[src/rtl/smart_door_if.sv]
// Signal bundle linking the mat/sensor front end, the door controller and the motor driver.
`timescale 1ns/1ps
interface smart_door_if #(
   parameter int OCC_W = 5
);
   logic             pressure_in;
   logic             pressure_out;
   logic             obstruct;
   logic             store_open;
   logic             motor_open;
   logic             motor_close;
   logic             door_open;
   logic [OCC_W-1:0] occupancy;
   logic             full;
   logic             entry_denied;

   modport master (
      output pressure_in, pressure_out, obstruct, store_open,
      input  motor_open, motor_close, door_open, occupancy, full, entry_denied
   );

   modport slave (
      input  pressure_in, pressure_out, obstruct, store_open,
      output motor_open, motor_close, door_open, occupancy, full, entry_denied
   );
endinterface

[src/rtl/smart_door_ctrl.sv]
// Automatic entrance door sequencer: CLOSED/OPENING/OPEN/CLOSING with occupancy tracking
// and capacity-based entry refusal.
`timescale 1ns/1ps
module smart_door_ctrl #(
   parameter int TRAVEL_CYC = 4,
   parameter int HOLD_CYC   = 10,
   parameter int MAX_OCC    = 20,
   parameter int OCC_W      = 5
) (
   input  logic        clk,
   input  logic        rst_n,
   smart_door_if.slave bus
);
   localparam int CNT_MAX = (TRAVEL_CYC > HOLD_CYC) ? TRAVEL_CYC : HOLD_CYC;
   localparam int CNT_W   = (CNT_MAX > 1) ? $clog2(CNT_MAX) : 1;
   localparam logic [CNT_W-1:0] TRAVEL_LD = CNT_W'(TRAVEL_CYC - 1);
   localparam logic [CNT_W-1:0] HOLD_LD   = CNT_W'(HOLD_CYC - 1);
   localparam logic [OCC_W-1:0] OCC_MAX   = OCC_W'(MAX_OCC);

   typedef enum logic [1:0] {S_CLOSED, S_OPENING, S_OPEN, S_CLOSING} state_e;

   state_e           state_q;
   logic [CNT_W-1:0] cnt_q;
   logic [OCC_W-1:0] occ_q, occ_d;
   logic             pin_q, pout_q;
   logic             motor_open_q, motor_close_q, door_open_q, denied_q;

   logic full, req_in, req_out, rise_in, fall_in, fall_out, activity;

   assign full     = (occ_q == OCC_MAX);
   assign req_in   = bus.pressure_in & bus.store_open & ~full;
   assign req_out  = bus.pressure_out;
   assign rise_in  = bus.pressure_in & ~pin_q;
   assign fall_in  = ~bus.pressure_in & pin_q;
   assign fall_out = ~bus.pressure_out & pout_q;
   // Raw pressure_in keeps the door held even when entry is refused, so nobody is trapped.
   assign activity = bus.pressure_in | bus.pressure_out | bus.obstruct;

   always_comb begin
      occ_d = occ_q;
      if (state_q == S_OPEN) begin
         if (fall_in && !fall_out && !full)
            occ_d = occ_q + 1'b1;
         else if (fall_out && !fall_in && (occ_q != '0))
            occ_d = occ_q - 1'b1;
      end
   end

   always_ff @(posedge clk) begin
      if (!rst_n) begin
         state_q       <= S_CLOSED;
         cnt_q         <= '0;
         occ_q         <= '0;
         pin_q         <= 1'b0;
         pout_q        <= 1'b0;
         motor_open_q  <= 1'b0;
         motor_close_q <= 1'b0;
         door_open_q   <= 1'b0;
         denied_q      <= 1'b0;
      end else begin
         pin_q    <= bus.pressure_in;
         pout_q   <= bus.pressure_out;
         occ_q    <= occ_d;
         denied_q <= rise_in & (full | ~bus.store_open);
         case (state_q)
            S_CLOSED: begin
               if (req_in || req_out) begin
                  state_q      <= S_OPENING;
                  cnt_q        <= TRAVEL_LD;
                  motor_open_q <= 1'b1;
               end
            end
            S_OPENING: begin
               if (cnt_q == '0) begin
                  state_q      <= S_OPEN;
                  cnt_q        <= HOLD_LD;
                  motor_open_q <= 1'b0;
                  door_open_q  <= 1'b1;
               end else begin
                  cnt_q <= cnt_q - 1'b1;
               end
            end
            S_OPEN: begin
               if (activity) begin
                  cnt_q <= HOLD_LD;
               end else if (cnt_q == '0) begin
                  state_q       <= S_CLOSING;
                  cnt_q         <= TRAVEL_LD;
                  door_open_q   <= 1'b0;
                  motor_close_q <= 1'b1;
               end else begin
                  cnt_q <= cnt_q - 1'b1;
               end
            end
            S_CLOSING: begin
               // Reversal wins over stroke completion in the same cycle.
               if (bus.obstruct || req_in || req_out) begin
                  state_q       <= S_OPENING;
                  cnt_q         <= TRAVEL_LD;
                  motor_close_q <= 1'b0;
                  motor_open_q  <= 1'b1;
               end else if (cnt_q == '0) begin
                  state_q       <= S_CLOSED;
                  motor_close_q <= 1'b0;
               end else begin
                  cnt_q <= cnt_q - 1'b1;
               end
            end
            default: begin
               state_q       <= S_CLOSED;
               motor_open_q  <= 1'b0;
               motor_close_q <= 1'b0;
               door_open_q   <= 1'b0;
            end
         endcase
      end
   end

   assign bus.motor_open   = motor_open_q;
   assign bus.motor_close  = motor_close_q;
   assign bus.door_open    = door_open_q;
   assign bus.occupancy    = occ_q;
   assign bus.full         = full;
   assign bus.entry_denied = denied_q;
endmodule
[src/flat_wrapper.sv]
// flat-port wrapper written by rule: the top's interface ports become plain ports
module smart_door_ctrl_flat 
#(
   parameter int TRAVEL_CYC = 4,
   parameter int HOLD_CYC   = 10,
   parameter int MAX_OCC    = 20,
   parameter int OCC_W      = 5
)
  (clk, rst_n, bus_pressure_in, bus_pressure_out, bus_obstruct, bus_store_open, bus_motor_open, bus_motor_close, bus_door_open, bus_occupancy, bus_full, bus_entry_denied);
  smart_door_if #(.OCC_W(OCC_W)) bus_i ();
  input  logic clk;
  input  logic rst_n;
  input wire logic [$bits(bus_i.pressure_in)-1:0] bus_pressure_in;
  input wire logic [$bits(bus_i.pressure_out)-1:0] bus_pressure_out;
  input wire logic [$bits(bus_i.obstruct)-1:0] bus_obstruct;
  input wire logic [$bits(bus_i.store_open)-1:0] bus_store_open;
  output wire logic [$bits(bus_i.motor_open)-1:0] bus_motor_open;
  output wire logic [$bits(bus_i.motor_close)-1:0] bus_motor_close;
  output wire logic [$bits(bus_i.door_open)-1:0] bus_door_open;
  output wire logic [$bits(bus_i.occupancy)-1:0] bus_occupancy;
  output wire logic [$bits(bus_i.full)-1:0] bus_full;
  output wire logic [$bits(bus_i.entry_denied)-1:0] bus_entry_denied;
  assign bus_i.pressure_in = bus_pressure_in;
  assign bus_i.pressure_out = bus_pressure_out;
  assign bus_i.obstruct = bus_obstruct;
  assign bus_i.store_open = bus_store_open;
  assign bus_motor_open = bus_i.motor_open;
  assign bus_motor_close = bus_i.motor_close;
  assign bus_door_open = bus_i.door_open;
  assign bus_occupancy = bus_i.occupancy;
  assign bus_full = bus_i.full;
  assign bus_entry_denied = bus_i.entry_denied;
  smart_door_ctrl #(.TRAVEL_CYC(TRAVEL_CYC), .HOLD_CYC(HOLD_CYC), .MAX_OCC(MAX_OCC), .OCC_W(OCC_W)) u_core (.clk(clk), .rst_n(rst_n), .bus(bus_i));
endmodule
[config.mk]
export PLATFORM = sky130hd
export DESIGN_NAME = smart_door_ctrl_flat
export DESIGN_NICKNAME = d
export VERILOG_FILES = /design/src/rtl/smart_door_if.sv /design/src/rtl/smart_door_ctrl.sv /design/src/flat_wrapper.sv
export SDC_FILE = /design/constraint.sdc
export NUM_CORES = 1
export LEC_CHECK = 0
export BUFFER_PORTS_ARGS = -buffer_cell sky130_fd_sc_hd__buf_2
export CORE_MARGIN = 4
export CORE_UTILIZATION = 40
export CTS_CLUSTER_SIZE = 30
export DETAILED_ROUTE_END_ITERATION = 12
export GPL_TIMING_DRIVEN = 0
export HOLD_SLACK_MARGIN = 0.03
export PLACE_DENSITY = 0.59
export SLEW_MARGIN = 20
export SYNTH_ARGS = -nofsm -noshare
export SYNTH_HDL_FRONTEND = slang
export SYNTH_SLANG_ARGS = --single-unit
[constraint.sdc]
create_clock -name clk -period 4.27 [get_ports clk]
set_input_delay 0.2135 -clock clk [delete_from_list [all_inputs] [get_ports clk]]
set_output_delay 0.2135 -clock clk [all_outputs]
set_load 0.01 [all_outputs]
# --- Word-level counts from Yosys, hierarchy flattened ---
# Cells that the tools add are included.
totals:
  regBits: 17
  latchBits: 0
  ram_bits: 0
  rom_bits: 0
  inputBits: 6
  output_inout_bits: 10
  elab_cells: 86
  memories: 0
op_classes:
  n_addsub: 3
  mul: 0
  n_div: 0
  order_cmp: 0
  n_eq_ne: 11
  n_shift: 0
  mux: 26
  bitwise: 14
  n_reduce_logical: 23
op_table:
  columns: ["cell", "count"]
  rows:
  - ["two-way mux 4 bit", 6]
  - ["case mux 4 bit (4 select lines)", 1]
  - ["two-way mux 2 bit", 6]
  - ["AND reduction 4 bit", 3]
  - ["two-way mux 5 bit", 2]
  - ["case mux 2 bit (4 select lines)", 1]
  - ["two-way mux 1 bit", 7]
  - ["bitwise AND 1 bit", 6]
  - ["inequality test 2 x 1 -> 1 bit (second input constant)", 3]
  - ["nonzero test 2 bit", 3]
  - ["adder 5 x 1 -> 5 bit (second input constant)", 1]
  - ["== test 5 bit (second input constant)", 1]
  - ["NOT 1 bit", 5]
  - ["AND reduction 5 bit", 1]
  - ["nonzero test 5 bit", 1]
  - ["subtractor 5 x 1 -> 5 bit (second input constant)", 1]
  - ["== test 2 bit (second input constant)", 2]
  - ["logical AND 1 bit", 4]
  - ["zero test 4 bit", 1]
  - ["inequality test 2 bit (second input constant)", 2]
  - ["case mux 1 bit (2 select lines)", 2]
  - ["AND reduction 2 bit", 2]
  - ["subtractor 4 x 1 -> 4 bit (second input constant)", 1]
  - ["zero test 1 bit", 3]
  - ["other kinds (8)", 12]

# --- Longest topological paths before layout ---
depth:
  word_depth: 7
  mapped_depth: 9

# --- Least setup slack after synthesis ---
# OpenSTA, ideal clock, no wires.
synth_path:
  path_type: "register to register"
  from: "register u_core.occ_q[1] (netlist: u_core.bus.occupancy[1])"
  to: "register u_core.occ_q[4] (netlist: u_core.bus.occupancy[4])"
  setup_time_ns: 0.072
  arrival_time_ns: 2.355
  required_ns: 4.198
  slack_ns: 1.843
  path_stages_with_launch: 10
  period_less_slack_ns: 2.427
  cell_sequence: "dfxtp_1 > nor3_2 > a311oi_2 > inv_1 > ha_1 > nor2b_1 > o21a_1 > or3_1 > a21oi_1 > mux2i_1"
synth_between:
  elab_chain_cells: 5
  elab_cells_between_ends: 11
  cone_classes: "add/sub: 2; eq/ne: 1; mux: 2; reduce/logical: 6"
synth_lines:
  columns: ["element", "line_no", "text"]
  rows:
  - ["start: declaration", "smart_door_ctrl.sv:24", "logic [OCC_W-1:0] occ_q, occ_d;"]
  - ["start signal: assignment", "smart_door_ctrl.sv:53", "occ_q <= '0;"]
  - ["start signal: assignment", "smart_door_ctrl.sv:63", "occ_q <= occ_d;"]
  - ["parallel branches: the longest is 5 deep, another holds subtractor 5 x 1 -> 5 bit", null, null]
# Several ways; the timed one is not identified. The select of a mux whose other input is x is not followed.
# A chain may end at the register's enable or synchronous reset.

# --- Worst setup path in the final report ---
layout_path:
  from: "register u_core.occ_q[0] (netlist: u_core.bus.occupancy[0])"
  to: "register u_core.occ_q[4] (netlist: u_core.bus.occupancy[4])"
# The elaborated chain is that of the path after synthesis.

==> qor.log <==
INFO  pwr            p_leak=0.000595uW
INFO  sta            slew-limit-headroom=64.7%
INFO  critical_path  worst-endpoint-arrival=2.93ns
INFO  placed_design  dp.final_hpwl=2230um
INFO  yosys          postSynth.topFlopCell=sky130_fd_sc_hd__dfxtp_1
INFO  global_routing antenna_found_initial=0
INFO  critical_path  critical-path-slowest-cell=sky130_fd_sc_hd__a311oi_2
INFO  critical_path  setup.worst_path.start_class=register
INFO  yosys          synth.ff_latch_count=17
INFO  global_routing gr-usage-all-layers=15.9%
INFO  sta            finalCritPeriodShare=63.4%
INFO  clocking       ctsLongestPathBuffers=2
INFO  placed_design  placed_cells=199
INFO  clocking       h-tree-depth=1
INFO  global_routing globalRouteMet3Util=2.13%
INFO  detailed_routing dr_total_vias=1188
INFO  yosys          synthXorXnorAreaFrac=2.85%
INFO  clocking       tritoncts=done
INFO  global_routing grt-ovfl-total=0
INFO  die            core_region_area=2850um2
INFO  global_routing met2_usage=23.1%
INFO  global_routing grt.busiest_layer=met2
INFO  placed_design  placed_area=1340um2
INFO  min_path       timing.hold.worst.class=in2reg
INFO  sta            final_critical_path_setup_slack=1.56ns
INFO  clocking       clock_tree.root_cell=sky130_fd_sc_hd__clkbuf_4
INFO  finish         most_frequent_standard_cell_in_the_layout_excluding_fill_and_tap_cells=sky130_fd_sc_hd__dfxtp_1
INFO  sta            tightest_slew=0.530ns
INFO  yosys          post_synth_num_cell_types=48
INFO  detailed_routing detail_route.wl_per_cell=14.7um
INFO  finish         layout-area-overhead-vs-synth=11.5%
INFO  finish         mostFrequentLayoutCells=sky130_fd_sc_hd__dfxtp_1 (17), sky130_fd_sc_hd__buf_2 (16), sky130_fd_sc_hd__a21oi_1 (14), sky130_fd_sc_hd__inv_1 (13), sky130_fd_sc_hd__nand2_1 (13)
INFO  global_routing grt_max_degree=11
INFO  clocking       post_cts_hold_buffer_count=0
INFO  yosys          synth_simple_gate_area_share=22.2%
INFO  global_routing grt_pass1_wl=5290um
INFO  yosys          share_of_synthesized_area_spent_on_multiplexers=3.26%
INFO  pwr            power.share.combinational=53.0%
INFO  sta            unrepaired_setup_endpoints_after_global_routing=false
INFO  die            num_rows=19
INFO  global_routing first_global_vias=1230
INFO  detailed_routing ant_nets=0
INFO  yosys          post-synth-top-area-cell=sky130_fd_sc_hd__dfxtp_1
INFO  sta            worst_clock_skew=0.00275ns
INFO  critical_path  path_class=reg2reg
INFO  sta            finalSetupViolations=0
INFO  yosys          netlist_instances=153
INFO  finish         fraction_of_layout_instances_using_a_drive_strength_above_1=16.3%
INFO  sta            finalHoldViolCount=0
INFO  sta            maxClockFrequency=369MHz
INFO  finish         layout.nets=188
INFO  yosys          postSynthAreaPerCell=8.02um2
INFO  clocking       post-cts-setup-buffer-count=0
INFO  finish         num_antenna_cells=0
INFO  detailed_routing routed_wirelength=2980um
INFO  yosys          synth_top_area_share=27.7%
INFO  detailed_routing drt-initial-drc-count=100
INFO  yosys          count_of_flip_flops_with_a_built_in_enable_after_synthesis=0
INFO  pwr            internal-power=366uW
INFO  pwr            cellPowerDensity=476nW/um2
INFO  yosys          synth_sequential_area_ratio=27.7%
INFO  sta            setup_total_negative_slack=0ns
INFO  critical_path  critical_path_required=4.49ns
INFO  clocking       cts_inserted_buffers=3
INFO  global_routing globalRouteMet1Util=22.9%
INFO  die            dieArea=4020um2
INFO  placed_design  placement.setup.worst_slack=1.58ns
INFO  run_status     outcome=complete, no violations
INFO  yosys          postSynthNetCount=168
INFO  die            chipHeight=63.4um
INFO  pwr            power_frac_clock=13.5%
INFO  detailed_routing vias_per_cell=5.85
INFO  die            die_x=63.4um
INFO  yosys          combinational_family_with_the_most_area_after_synthesis=compound AO/OA/AOI/OAI gates
INFO  pwr            net_switching_component_of_the_power=285uW
INFO  clocking       worst_skew_pair.late_latency=0.29ns
INFO  sta            final.min_clock_period=2.71ns
INFO  sta            slew_violations=0
INFO  yosys          yosys_warnings=0
INFO  finish         finalInstanceArea=1370um2
INFO  job            drv_cap=0
INFO  yosys          synthTopCellsByArea=sky130_fd_sc_hd__dfxtp_1 (28%), sky130_fd_sc_hd__ha_1 (8.2%), sky130_fd_sc_hd__a21oi_1 (5.7%)
INFO  clocking       clkSlewWorstSetupHoldPaths=0.10ns
INFO  pwr            ir_drop=0.216mV
INFO  clocking       numClockSinks=17
INFO  yosys          ys_async_sr_fraction=0%
INFO  pwr            share_seq_of_total_power=33.5%
INFO  critical_path  critical_path_cell_by_cell=nor3_2, a311oi_2, inv_1, ha_1, nor2b_1, o21a_1, or3_1, a21oi_1, mux2i_1
INFO  detailed_routing detail_route.drc_violations=0
INFO  placed_design  gp_congestion=0.929
INFO  critical_path  critPathMaxStageDelay=0.53ns
INFO  critical_path  cp-end-kind=register
INFO  die            start_util=43.0%
INFO  yosys          synth_compound_area_share=28.2%
INFO  critical_path  critical_path.max_fanout=5
INFO  pwr            p_sw_share=43.8%
INFO  finish         stdcell_count=203
INFO  yosys          yosys.area_share.adder=9.79%
INFO  detailed_routing detailedRoute.firstPassIterationCount=4
INFO  die            io_pins=16
INFO  clocking       cts.repair.resized=0
INFO  yosys          syn_area=1230um2
INFO  finish         utilization=48.0%
INFO  placed_design  portBuffers=15
## sequential cells by signal (all words and copies together) (netlist names)
signal	flops
u_core.bus.door_open	1
u_core.bus.entry_denied	1
u_core.bus.motor_close	1
u_core.bus.motor_open	1
u_core.bus.occupancy	5
u_core.cnt_q	4
u_core.pin_q	1
u_core.pout_q	1
u_core.state_q	2
## per-layer routing
| layer | vias up | wire length [um] |
|---|---|---|
| met5 | - | 0 |
| met4 | 0 | 38 |
| met3 | 4 | 137 |
| met2 | 43 | 1280 |
| met1 | 546 | 1530 |
| li1 | 595 | - |
## synth_stat cells, drive strengths merged, types with 3 or more instances
cell	instances
nor3	6
o21ai	8
o22ai	5
clkbuf	3
a211oi	4
or3	4
inv	13
a21oi	14
mux2i	4
ha	8
nand2	13
xnor2	3
nor2b	3
dfxtp	17
nand3	3
nor2	11
## area by class of cell
cell class | count | area [um2]
flip-flops and latches | 17 | 340
plain buffers | 5 | 20.0
inverters | 14 | 52.6
clock buffers | 3 | 22.5
well taps | 31 | 38.8
fillers | 292 | 1480
multi-input cells | 117 | 815
repair buffers | 15 | 75.1
clock inverters | 1 | 5.00
## path summary, 6_finish.rpt
check             slack, ns                            startpoint  depth (start not counted)                              endpoint
setup / recovery       1.56  u_core.bus.occupancy[0]$_SDFFE_PN0P_                          9  u_core.bus.occupancy[4]$_SDFFE_PN0P_
hold / removal         0.13                        bus_store_open                          2    u_core.bus.entry_denied$_SDFF_PN0_
setup reg to reg       1.56  u_core.bus.occupancy[0]$_SDFFE_PN0P_                          9  u_core.bus.occupancy[4]$_SDFFE_PN0P_
hold reg to reg        0.45               u_core.pin_q$_SDFF_PN0_                          1    u_core.bus.entry_denied$_SDFF_PN0_
## worst max-delay path: cells and delay by family, from the launching register on
kind / cells / cell delay (ns)
fa+ha+maj: 1 / 0.35
buf+inv: 1 / 0.16
simple gates: 3 / 0.56
flops: 1 / 0.43
mux: 1 / 0.22
compound gates: 3 / 0.91
## power by group through the flow
stage / sequential [uW] / combinational [uW] / clock (uW)
2_1_floorplan: 218 / 263 / 0
3_3_place_gp: 219 / 336 / 0
3_5_place_dp: 220 / 339 / 0
4_1_cts: 217 / 340 / 91.9
5_1_grt: 224 / 388 / 101
6_report: 218 / 345 / 87.6
## kinds of logic after synthesis
| kind of cell | count (synthesis) |
|---|---|
| multiplexers | 4 |
| adder cells (fa/ha/maj) | 9 |
| buffers and inverters | 19 |
| XOR/XNOR | 4 |
| flip-flops | 17 |
| AO/OA/AOI/OAI | 49 |
| AND/OR/NAND/NOR | 51 |
## metrics by stage
stage                     hold slack (ns)  total power, uW
after floorplan                     0.307              482
after global placement              0.421              555
after detailed placement            0.419              560
after CTS                           0.106              649
after global routing                0.110              714
final                               0.129              651
(Power assumes the default switching activity.)
